--- src/rtl/w_ram_loader_pkg.sv ---
// Shared sizing macros, row type and FSM encoding for the weight-RAM loader.
// Designs that pair the loader with w_RAM use these same definitions.
`ifndef MAX_DEPTH
`define MAX_DEPTH 2
`endif
`ifndef MAX_NEURONS
`define MAX_NEURONS 4
`endif
`ifndef WORD_W
`define WORD_W 8
`endif

package w_ram_loader_pkg;

    typedef logic [`MAX_NEURONS-1:0][`WORD_W-1:0] ARR;

    typedef enum logic [1:0] {
        IDLE    = 2'd0,
        COLLECT = 2'd1,
        WRITE   = 2'd2,
        DONE    = 2'd3
    } state_t;

    // Non-positive requests load nothing; oversize requests stop at the RAM depth.
    function automatic int clamp_layers(input int cfg, input int max_layers);
        if (cfg <= 0)
            return 0;
        else if (cfg > max_layers)
            return max_layers;
        return cfg;
    endfunction

endpackage

--- src/rtl/w_ram_loader.sv ---
// Streams weight words into a row register and writes each full row into w_RAM,
// walking neuron then layer addresses until the requested number of layers is loaded.
module w_ram_loader
    import w_ram_loader_pkg::*;
#(
    parameter int MAX_DEPTH   = `MAX_DEPTH,
    parameter int MAX_NEURONS = `MAX_NEURONS,
    parameter int WORD_W      = `WORD_W
) (
    input  logic                                CLK,
    input  logic                                RST,
    input  logic                                start,
    input  int                                  cfg_layers,
    input  logic                                s_valid,
    input  logic [WORD_W-1:0]                   s_data,
    output logic                                s_ready,
    output logic                                rw,
    output int                                  layer_index,
    output int                                  neuron_index,
    output logic [MAX_NEURONS-1:0][WORD_W-1:0]  w_in,
    output logic                                busy,
    output logic                                done
);

    localparam int CNT_W = (MAX_NEURONS > 1) ? $clog2(MAX_NEURONS) : 1;
    localparam logic [CNT_W-1:0] LAST_WORD = CNT_W'(MAX_NEURONS - 1);

    state_t           state;
    int               layers_q;
    logic [CNT_W-1:0] word_cnt;

    // Strobes decode straight from the state register, so they change only on CLK.
    assign s_ready = (state == COLLECT);
    assign rw      = (state == WRITE);
    assign busy    = (state == COLLECT) || (state == WRITE);
    assign done    = (state == DONE);

    always_ff @(posedge CLK) begin
        if (RST) begin
            state        <= IDLE;
            layers_q     <= 0;
            word_cnt     <= '0;
            layer_index  <= 0;
            neuron_index <= 0;
            w_in         <= '0;
        end else begin
            case (state)
                IDLE: begin
                    if (start) begin
                        layers_q     <= clamp_layers(cfg_layers, MAX_DEPTH);
                        word_cnt     <= '0;
                        layer_index  <= 0;
                        neuron_index <= 0;
                        state        <= (clamp_layers(cfg_layers, MAX_DEPTH) == 0) ? DONE : COLLECT;
                    end
                end
                COLLECT: begin
                    // s_ready is high throughout COLLECT, so s_valid alone marks a transfer.
                    if (s_valid) begin
                        w_in[word_cnt] <= s_data;
                        if (word_cnt == LAST_WORD) begin
                            word_cnt <= '0;
                            state    <= WRITE;
                        end else begin
                            word_cnt <= word_cnt + CNT_W'(1);
                        end
                    end
                end
                WRITE: begin
                    // Addresses advance on the edge that ends the write, after w_RAM has captured the row.
                    if (neuron_index < MAX_NEURONS - 1) begin
                        neuron_index <= neuron_index + 1;
                        state        <= COLLECT;
                    end else if (layer_index < layers_q - 1) begin
                        neuron_index <= 0;
                        layer_index  <= layer_index + 1;
                        state        <= COLLECT;
                    end else begin
                        state <= DONE;
                    end
                end
                DONE: begin
                    state <= IDLE;
                end
                default: begin
                    state <= IDLE;
                end
            endcase
        end
    end

endmodule

--- config.mk ---
export PLATFORM = sky130hd
export DESIGN_NAME = w_ram_loader
export DESIGN_NICKNAME = d
export VERILOG_FILES = /design/src/rtl/w_ram_loader_pkg.sv /design/src/rtl/w_ram_loader.sv
export SDC_FILE = /design/constraint.sdc
export NUM_CORES = 1
export LEC_CHECK = 0
export BUFFER_PORTS_ARGS = -buffer_cell sky130_fd_sc_hd__buf_2
export CORE_UTILIZATION = 41
export DETAILED_ROUTE_END_ITERATION = 6
export PLACE_DENSITY_LB_ADDON = 0.15
export SYNTH_ARGS = -nofsm -noshare
export SYNTH_HDL_FRONTEND = slang
export SYNTH_SLANG_ARGS = --single-unit
--- constraint.sdc ---
create_clock -name CLK -period 6.46 [get_ports CLK]
set_input_delay 0.323 -clock CLK [delete_from_list [all_inputs] [get_ports CLK]]
set_output_delay 0.323 -clock CLK [all_outputs]
set_load 0.005 [all_outputs]
==> results_dict.tcl <==
set metrics [dict create \
    holdPathStages 3 \
    core_sq_um 16100 \
    io_buffer_count 143 \
    clk_pin_slew_worst_paths_ps 70 \
    drt_iter0_markers 255 \
    hp-class "in -> reg" \
    cts_resized 0 \
    combPwrFrac_pct 18.9 \
    h-tree-depth 4 \
    finalMaxSlewViolations 0 \
    overflow 0 \
    ys_warn_count 0 \
    hold_viol 0 \
    timing.fmax_ghz 0.178 \
    num_rows 46 \
    synth_edf_count 0 \
    async_reset_ff_share_pct 0 \
    wirelength_um 17000 \
    ant_nets 0 \
    num_io_pins 144 \
    clock-sinks 132 \
    die_x_um 131 \
    seqCellArea_sq_um 2640 \
    synth_ff_type "dfxtp_1" \
    clk_latency_ps 420 \
    design_area_sq_um 8300 \
    pwr-share-seq_pct 38.6 \
    p_leak_nw 3.73 \
    setup_violations 0 \
    p_total_mw 2.20 \
    area_delta_synth_final_pct 21.8 \
    syn_avg_cell_area_sq_um 8.58 \
    grt_pass1_wl_um 27500 \
    relSlewSlack_pct 38.3 \
    cp_max_fo 20 \
    p_per_area_nw_per_um2 265 \
    gp_congestion 0.868 \
    ys_seq_area_share_pct 38.8 \
    wl_per_cell_um 14.7 \
    rr_worst_depth 17 \
    placed_area_sq_um 7720 \
    status "finished, final reports clean" \
    numCtsBuffers 17 \
    ctsRootBufferMaster "clkbuf_16" \
    switchingPower_uw 709 \
    synthCells 794 \
    post-cts-setup-buffers 0 \
    via_per_inst 5.32 \
    fill_cells 1565 \
    drtPass1Iterations 4 \
    skew_ps 14.4 \
    irDropWorstVdd_v 0.000237 \
    tightest_slew_ps 926 \
    ys_ff_latch 132 \
    fin_crit_sh_pct 87.1 \
    ys_types 53 \
    drc 0 \
    grt_pass1_vias 5546 \
    diodes 0 \
    clockBufferDepth 2 \
    initial_core_util_pct 42.4 \
    die_y_um 131 \
    cts_tree "done" \
    worstSetupPathType "reg -> reg" \
    post-route-util_pct 51.7 \
    ctsHoldBuffers 0 \
    intPower_mw 1.49 \
    whs_ps 181 \
    vias 6175 \
    setup_tns_ps 0 \
    grt_max_degree 52 \
    min_period_ps 5620 \
    multi_input_area_sq_um 4000 \
    nNetsFinal 1018 \
    antenna_found_initial 0 \
    grt_use_total_pct 20.4 \
    critPathRequiredTime_ps 6810 \
    syn_area_sq_um 6820 \
    cap_violations 0 \
    hpwl_um 12300 \
    clkPwrFrac_pct 42.5 \
    drive_above_1_share_pct 21.5 \
    grt_setup_unrepaired "no" \
    netSwitchingFraction_pct 32.2 \
    cp.arrival_ps 5970 \
    die_area_sq_um 17100 \
    synthesis.nets 880 \
    cp-end-kind "flop" \
    critPathLaunchType "flop" \
]
==> path summary, 6_finish.rpt <==
kind | startpoint | endpoint | slack [ps]
max | layers_q[2] | layer_index[27] | 840
min | s_data[0] | w_in[8] | 180
max reg2reg | layers_q[2] | layer_index[27] | 840
min reg2reg | w_in[19] | w_in[19] | 490
==> state kept, by name, indices dropped and copies added (netlist names) <==
name and flops:
layer_index 32, layers_q 32, neuron_index 32, state 2
w_in 32, word_cnt 2
==> synth_stat cells, drive strengths merged, types with 2 or more instances <==
master	instances	share of area [%]
nor3	14	1.0
nand2b	5	0.46
clkbuf	23	1.3
o21bai	2	0.22
nand4	24	2.2
and2	36	3.3
o211ai	6	0.66
or4	23	2.7
inv	17	0.94
nand3	34	2.5
nor4	19	1.9
a2111oi	2	0.35
or3	44	4.1
o21a	3	0.33
nand2	57	3.1
mux2i	35	5.1
nor2	74	4.2
dfxtp	132	39
o31ai	14	1.5
ha	42	7.7
or2	4	0.40
xor2	12	1.5
and3	8	0.73
a21oi	72	5.3
o21ai	43	3.2
xnor2	24	3.1
and4	4	0.51
buf	6	0.46
==> cell type report <==
cell class / count / share of cell area, %
Tap cell: 216 / 3.26
Sequential cell: 132 / 31.8
Clock buffer: 17 / 5.13
Multi-Input combinational cell: 616 / 48.1
Inverter: 17 / 0.769
Clock inverter: 15 / 1.81
Timing Repair Buffer: 148 / 9.07
==> through the flow <==
| stage | cells | setup WS (ps) |
|---|---|---|
| floorplan | 794 | 1580 |
| global placement | 1129 | 1030 |
| detailed placement | 1129 | 816 |
| CTS | 1161 | 783 |
| global route | 1161 | 275 |
| finish | 1161 | 835 |
==> critical path, cell delays in order, from the launching register on <==
cell and delay [ps]:
dfxtp_1 360, nor4_2 340, nand2_1 120, or4_1 520
nor4_2 350, nand2_1 140, or3_1 440, nor3_1 260
xnor2_1 100, ha_1 330, nand4_1 150, or3_1 440
o22ai_1 200, or2_2 230, a2bb2oi_4 280, nand4_1 590
or3_1 570, a21oi_1 150
==> kinds of logic after synthesis <==
kind of cell | count (synthesis) | share of synthesized area (%)
flip-flops | 132 | 38.8
buffers and inverters | 46 | 2.66
XOR/XNOR | 36 | 4.63
multiplexers | 35 | 5.14
AO/OA/AOI/OAI | 153 | 13.3
adder cells (fa/ha/maj) | 42 | 7.71
AND/OR/NAND/NOR | 350 | 27.8
==> power by group through the flow <==
stage          combinational [mW]  sequential, mW  clock, mW
2_1_floorplan               0.296           0.866          0
3_3_place_gp                0.414           0.867          0
3_5_place_dp                0.417           0.868          0
4_1_cts                     0.418           0.849      0.955
5_1_grt                     0.467           0.853      0.997
6_report                    0.415           0.850      0.936
==> cells in the final DEF, fill, tap and decap left out, drive strengths merged, types with 35 or more instances in the layout <==
cell	synthesis	routed
nand2	57	57
ha	42	42
and2	36	36
a21oi	72	72
or3	44	44
nor2	74	74
dfxtp	132	132
buf	6	148
o21ai	43	43
mux2i	35	35
==> layer usage <==
metal / up-vias / GRT usage [%] / routed length (um)
met5: - / 0 / 0
met4: 0 / 6.56 / 184
met3: 15 / 4.60 / 775
met2: 153 / 33.3 / 7760
met1: 2843 / 26.7 / 8290
li1: 3164 / - / -
Power figures use the tool's default switching activity.
